--- src/rtl/register_load_arbiter.sv ---
// Round-robin arbiter owning the shared enable register's en/d port.
// Loads one requester's value, verifies it through q, retries, then acks or errs.
module register_load_arbiter #(
  parameter int NUM_REQ   = 4,
  parameter int WIDTH     = 7,
  parameter int MAX_RETRY = 3
) (
  input  logic                     clk,
  input  logic                     rst,
  input  logic [NUM_REQ-1:0]       req,
  input  logic [NUM_REQ*WIDTH-1:0] req_data,
  output logic [NUM_REQ-1:0]       ack,
  output logic [NUM_REQ-1:0]       err,
  output logic                     reg_en,
  output logic [WIDTH-1:0]         reg_d,
  input  logic [WIDTH-1:0]         reg_q,
  output logic                     busy,
  output logic [2:0]               grant_idx,
  output logic [7:0]               load_count
);

  typedef enum logic [1:0] {
    IDLE,
    LOAD,
    CHECK,
    RESP
  } state_t;

  state_t           state;
  state_t           state_nx;
  logic [2:0]       last_grant;
  logic [2:0]       retry;
  logic [2:0]       win_idx;
  logic             win_found;
  logic             ok_q;
  logic             match;
  logic             retry_done;
  logic [3:0]       cand;
  logic [7:0]       req_ext;
  logic [WIDTH-1:0] hold;
  logic [WIDTH-1:0] data_arr [8];

  always_comb begin
    req_ext = '0;
    req_ext[NUM_REQ-1:0] = req;
    for (int i = 0; i < 8; i++) data_arr[i] = '0;
    for (int i = 0; i < NUM_REQ; i++)
      data_arr[i] = req_data[i*WIDTH +: WIDTH];
  end

  // search starts one past the last grantee, wrapping at NUM_REQ
  always_comb begin
    win_found = 1'b0;
    win_idx   = last_grant;
    cand      = '0;
    for (int i = 1; i <= NUM_REQ; i++) begin
      cand = {1'b0, last_grant} + 4'(i);
      if (cand >= 4'(NUM_REQ)) cand = cand - 4'(NUM_REQ);
      if (!win_found && req_ext[cand[2:0]]) begin
        win_found = 1'b1;
        win_idx   = cand[2:0];
      end
    end
  end

  assign match      = (reg_q == hold);
  assign retry_done = (retry == 3'(MAX_RETRY));

  always_ff @(posedge clk or posedge rst) begin
    if (rst) state <= IDLE;
    else     state <= state_nx;
  end

  always_comb begin
    state_nx = state;
    unique case (state)
      IDLE:  if (win_found) state_nx = LOAD;
      LOAD:  state_nx = CHECK;
      CHECK: state_nx = (match || retry_done) ? RESP : LOAD;
      RESP:  state_nx = IDLE;
      default: state_nx = IDLE;
    endcase
  end

  always_ff @(posedge clk or posedge rst) begin
    if (rst) begin
      grant_idx  <= '0;
      last_grant <= 3'(NUM_REQ - 1);
      hold       <= '0;
      retry      <= '0;
      ok_q       <= 1'b0;
      load_count <= '0;
    end else begin
      unique case (state)
        IDLE: begin
          if (win_found) begin
            grant_idx <= win_idx;
            hold      <= data_arr[win_idx];
            retry     <= '0;
            ok_q      <= 1'b0;
          end
        end
        CHECK: begin
          if (match)            ok_q  <= 1'b1;
          else if (!retry_done) retry <= retry + 3'd1;
        end
        RESP: begin
          last_grant <= grant_idx;
          if (ok_q && load_count != 8'hFF)
            load_count <= load_count + 8'd1;
        end
        default: ;
      endcase
    end
  end

  assign reg_en = (state == LOAD);
  assign reg_d  = hold;
  assign busy   = (state != IDLE);

  always_comb begin
    ack = '0;
    err = '0;
    for (int i = 0; i < NUM_REQ; i++) begin
      ack[i] = (state == RESP) && ok_q  && (grant_idx == 3'(i));
      err[i] = (state == RESP) && !ok_q && (grant_idx == 3'(i));
    end
  end

endmodule

--- config.mk ---
export PLATFORM = sky130hd
export DESIGN_NAME = register_load_arbiter
export DESIGN_NICKNAME = d
export VERILOG_FILES = /design/src/rtl/register_load_arbiter.sv
export SDC_FILE = /design/constraint.sdc
export NUM_CORES = 1
export LEC_CHECK = 0
export ABC_CLOCK_PERIOD_IN_PS = 8900
export BUFFER_PORTS_ARGS = -buffer_cell sky130_fd_sc_hd__buf_2
export CORE_MARGIN = 5
export CORE_UTILIZATION = 44
export CTS_BUF_LIST = sky130_fd_sc_hd__clkbuf_16
export CTS_CLUSTER_DIAMETER = 150
export DETAILED_ROUTE_END_ITERATION = 7
export GPL_TIMING_DRIVEN = 0
export PLACE_DENSITY = 0.82
export SLEW_MARGIN = 20
export SYNTH_ARGS = -nofsm -noshare
export SYNTH_HDL_FRONTEND = slang
export SYNTH_SLANG_ARGS = --single-unit
--- constraint.sdc ---
create_clock -name clk -period 8.9 [get_ports clk]
set_clock_uncertainty 0.2 [all_clocks]
set_input_delay 0.445 -clock clk [delete_from_list [all_inputs] [get_ports clk]]
set_output_delay 0.445 -clock clk [all_outputs]
set_load 0.05 [all_outputs]
# ---- Word-level counts from Yosys, hierarchy flattened
# Cells that the tools add are included.
# W data, S select, Z words.
dict set report word_totals {
  word_cells 100
  out_inout_bits 28
  register_bits 27
}
dict set report op_classes {
  bitwise 1
  magnitude_cmp 9
  n_addsub 10
  muxes 33
  n_reduce_logical 27
  n_eq_ne 13
}
# op count
set op_table {}
lappend op_table {{$mux W3} 11}
lappend op_table {{$bmux W7 S3} 1}
lappend op_table {{$ge A4 B3 Y1 const B} 4}
lappend op_table {{$lt A3 B4 Y1 const B} 4}
lappend op_table {{$logic_and A1 B1 Y1} 14}
lappend op_table {{$mux W7} 2}
lappend op_table {{$bmux W1 S3} 4}
lappend op_table {{$sub A3 B3 Y3 const B} 4}
lappend op_table {{$mux W1} 10}
lappend op_table {{$eq A3 B2 Y1 const B} 3}
lappend op_table {{$add A3 B2 Y4 const B} 2}
lappend op_table {{$add A8 B1 Y8 const B} 1}
lappend op_table {{$ne A2 B2 Y1 const B} 4}
lappend op_table {{$ne A8 B8 Y1 const B} 1}
lappend op_table {{$pmux W2 S4} 1}
lappend op_table {{$eq A7 B7 Y1} 1}
lappend op_table {{$pmux W3 S2} 1}
lappend op_table {{$add A3 B1 Y4 const B} 1}
lappend op_table {{$add A3 B3 Y4 const B} 1}
lappend op_table {{$eq A2 B2 Y1 const B} 2}
lappend op_table {{$ge A4 B4 Y1 const B} 1}
lappend op_table {{$logic_not A1 Y1} 4}
lappend op_table {{$mux W2} 2}
lappend op_table {{$not A3 Y4} 1}
lappend op_table {{other kinds (11)} 13}

# ---- Longest topological paths before layout
dict set report logic_depth {
  word_depth 19
  mapped_depth 10
  depth_no_buf 8
}

# ---- Least setup slack after synthesis
# OpenSTA, ideal clock, no wires.
dict set report synth_timing {
  kind {register -> register}
  from {register last_grant[1]}
  to {register hold[1], in the netlist reg_d[1]}
  setup_ns 0.139
  path_slack_ns 5.969
  t_required_ns 8.561
  path_stages_with_launch 11
  t_arrival_ns 2.592
  synth_period_minus_slack_ns 2.931
  path_cell_list {dfstp_2 > clkbuf_1 > inv_1 > ha_1 > mux4_2 > nand2_1 > o21ai_4 > xnor2_4 > buf_12 > mux2i_1 > o221ai_1}
}
dict set report synth_via {
  elab_chain_cells 19
}
# item line
set synth_rtl {}
lappend synth_rtl {{start: declaration} 31} ;# logic [2:0] last_grant;
lappend synth_rtl {{start signal: assignment} 88} ;# last_grant <= 3'(NUM_REQ - 1);
lappend synth_rtl {{start signal: assignment} 108} ;# last_grant <= grant_idx;
lappend synth_rtl {{$add A3 B1 Y4} 57} ;# cand = {1'b0, last_grant} + 4'(i);
lappend synth_rtl {{$ge A4 B3 Y1 / $sub A3 B3 Y3 (equally long branches)} 58} ;# if (cand >= 4'(NUM_REQ)) cand = cand - 4'(NUM_REQ);
lappend synth_rtl {{$mux W3} 58}
lappend synth_rtl {{$bmux W1 S3} 59} ;# if (!win_found && req_ext[cand[2:0]]) begin
lappend synth_rtl {{$mux W1 (not written as such)} 59}
lappend synth_rtl {{$mux W1} 59}
lappend synth_rtl {{$logic_not A1 Y1} 59}
lappend synth_rtl {{$logic_and A1 B1 Y1} 59}
lappend synth_rtl {{(+2 left out)} -}
lappend synth_rtl {{$logic_and A1 B1 Y1} 59}
lappend synth_rtl {{$mux W1} 59}
lappend synth_rtl {{$logic_not A1 Y1} 59}
lappend synth_rtl {{$logic_and A1 B1 Y1} 59}
lappend synth_rtl {{$mux W3} 59}
lappend synth_rtl {{$not A3 Y4 (not written as such)} 98} ;# hold <= data_arr[win_idx];
lappend synth_rtl {{$bmux W7 S3} 98}
lappend synth_rtl {{$mux W7 (not written as such) (2 in a row)} 98}
lappend synth_rtl {{end signal: assignment} 98}
lappend synth_rtl {{end: declaration} 40} ;# logic [WIDTH-1:0] hold;
# Parallel ways exist; a longest one is shown, timed or not. The select of a mux whose other input is x is not followed.
# A chain may end at the register's enable or synchronous reset.

# ---- Worst setup path after layout
# Ends and elaborated chain as after synthesis.

==> metrics.csv <==
stage;metric;value;unit
job;Max-Cap Viols;0;
clocking;clock sink count;27;
final_layout;Antenna Cells;0;
power_and_ir_drop;pwr/cell area;390;mW/mm^2
placement;placed cell area;0.00214;sq mm
worst_setup_path;Worst Setup Path Type;flop to flop;
clocking;worst skew pair latency;0.26;ns
sta;Max-slew headroom;62.1;%
drt;Iter 0 DRT Violations;38;
placement;DP Cell Count;284;
clocking;CTS buffer count;3;
sta;final hold violation count;0;
clocking;CTS root buffer;clkbuf_16;
power_and_ir_drop;worst IR drop on VDD;0.201;mV
sta;fin crit share;36.3;%
global_route;number of global-route vias before repair;1567;
yosys;Yosys cell types;44;
global_route;GRT overflow;0;
yosys;cell area after synthesis;0.00174;sq mm
placement;post-DP HPWL;3250;microns
placement;routability cong.;0.809;
drt;WL final;4110;microns
sta;RSZ-0062 raised after global routing;no;
sta;crit path time final;3.23;ns
global_route;first-pass GRT wire length;6970;microns
die;die height;72.9;microns
min_path;worst hold path type;primary input to async pin;
yosys;Syn. warnings;0;
status;status;finished, final reports clean;
worst_setup_path;Data arrival, critical path;3.16;ns
clocking;hold_buf cts;0;
final_layout;Final Cell Area;0.00222;sq mm
worst_setup_path;worst endpoint required time;8.82;ns
clocking;Reg clk slew, reported paths;0.07;ns
clocking;CTS max path bufs;2;
final_layout;Post-Layout Cell Count;288;
drt;post-route ant nets;0;
yosys;Post-Syn Instances;168;
sta;Final Slew Violations;0;
clocking;Setup Fix Bufs, Post-CTS;0;
die;placement row count;22;
clocking;cells resized by post-CTS repair;0;
die;DIE AREA;0.00531;sq mm
die;I/O pin count;69;
clocking;H-tree level count;1;
worst_setup_path;Worst setup SP type;flop;
power_and_ir_drop;LEAKAGE;1.17;nW
drt;drt first pass iters;4;
sta;FMAX;0.309;GHz
yosys;Post-Syn Area per Cell;10.4;sq um
global_route;GR Util All Layers;16.4;%
die;initial core utilization;46.5;%
final_layout;Area Overhead vs Synth;27.6;%
yosys;Synth Register Bits;27;
drt;via count;1519;
drt;DRC violations left;0;
global_route;pin count of the biggest net entering global routing;28;
final_layout;fraction of layout instances using a drive strength above 1;38.8;%
worst_setup_path;Setup crit end kind;flop;
yosys;sequential area share after synthesis;39.0;%
final_layout;final net count;287;
drt;DR vias/cell;5.27;
sta;Setup Viol. Count Final;0;
final_layout;most frequent cells in the layout;buf_2, dfrtp_1, nand2_1;
sta;worst slew pin tran;0.568;ns
sta;Post-Route Setup TNS;0;ns
die;die width;72.9;microns
die;core area;0.00374;sq mm
yosys;Post-Syn Nets;214;
final_layout;most common cell after layout, fill and taps aside;buf_2;
global_route;initial antenna violation count;0;
clocking;CTS tree;done;
drt;WL/cell;14.3;microns
worst_setup_path;crit path max fanout;10;
placement;Buffers on Ports;68;
==> power by group <==
group          switching (mW)  internal [mW]
Sequential             0.0419          0.164
Combinational           0.329          0.230
Clock                  0.0415         0.0606
Total                   0.412          0.454
==> Yosys cell counts (all sizes together) <==
library cell / count / area, sq um
o211ai: 1 / 7.51
xnor2: 7 / 80.1
inv: 5 / 18.8
nand4b: 1 / 8.76
dfstp: 2 / 52.6
buf: 3 / 36.3
nor2b: 3 / 18.8
and2: 2 / 12.5
nor3: 3 / 20.0
o41ai: 1 / 8.76
ha: 5 / 62.6
o2bb2ai: 1 / 8.76
a31oi: 1 / 6.26
nor4: 2 / 12.5
nand2b: 6 / 37.5
a22oi: 1 / 7.51
mux2i: 16 / 160
nand2: 22 / 82.6
nand3: 2 / 10.0
clkbuf: 1 / 3.75
or3: 1 / 6.26
mux2: 8 / 93.8
a21boi: 1 / 7.51
a21o: 1 / 7.51
nand4: 3 / 18.8
o21ai: 5 / 40.0
and3: 3 / 18.8
dfrtp: 25 / 626
a31o: 1 / 8.76
mux4: 2 / 45.0
o221ai: 7 / 61.3
o21a: 2 / 15.0
xor2: 8 / 70.1
a21oi: 2 / 10.0
o31ai: 1 / 7.51
nor2: 13 / 48.8
==> worst max-delay path, stage by stage (launching register included) <==
cell      delay [ns]
dfstp_2         0.53
clkbuf_1        0.26
inv_1           0.10
ha_1            0.37
mux4_2          0.52
nand2_1         0.15
o21ai_4         0.09
xnor2_4         0.33
buf_12          0.19
mux2i_1         0.20
o221ai_1        0.14
==> metal layers <==
metal / part of all wire (%) / vias up / track usage, %
li1: - / 747 / -
met1: 45 / 718 / 21.8
met2: 48 / 49 / 27.6
met3: 5.4 / 5 / 2.48
met4: 1.4 / 0 / 4.30
met5: 0 / - / 0
==> path summary, 6_finish.rpt <==
kind	start	cells past startpoint	slack, ns	to
worst max-delay path	last_grant[1]	10	5.67	reg_d[1]
max in group asynchronous	rst	2	8.08	last_grant[1]
worst min register to register	load_count[4]	1	0.29	load_count[4]
min in group clk	load_count[4]	1	0.29	load_count[4]
worst max register to register	last_grant[1]	10	5.67	reg_d[1]
worst min-delay path	rst	2	0.04	reg_d[0]
==> area by class of cell <==
class	instances	area, sq um
Fill cell	336	1520
Clock inverter	1	5.00
Multi-Input combinational cell	132	1000
Buffer	4	40.0
Inverter	5	18.8
Timing Repair Buffer	68	340
Sequential cell	27	678
Clock buffer	3	75.1
Tap cell	48	60.1
==> through the flow <==
step | power, mW | utilization, % | hold slack [ns] | setup slack [ns]
global placement | 0.762 | 57.2 | 0.284 | 5.67
detailed placement | 0.768 | 57.2 | 0.280 | 5.66
finish | 0.866 | 59.3 | 0.0360 | 5.67
CTS | 0.872 | 59.3 | 0.268 | 5.64
floorplan | 0.659 | - | 0.269 | 5.97
global route | 0.927 | 59.3 | 0.0926 | 5.46
==> kinds of logic (layout without fill, tap and decap cells) <==
kind of cell / Yosys count / count (layout) / share of synthesized area (%)
AND/OR/NAND/NOR: 61 / 61 / 17.0
flip-flops: 27 / 27 / 39.0
multiplexers: 26 / 26 / 17.2
adder cells (fa/ha/maj): 5 / 5 / 3.59
AO/OA/AOI/OAI: 25 / 25 / 11.3
buffers and inverters: 9 / 81 / 3.38
XOR/XNOR: 15 / 15 / 8.63
==> state kept, by name, summed over array words and instances (netlist names) <==
name        flops
retry           3
reg_d           7
state           2
ok_q            1
last_grant      3
load_count      8
grant_idx       3
Power figures use the tool's default switching activity.
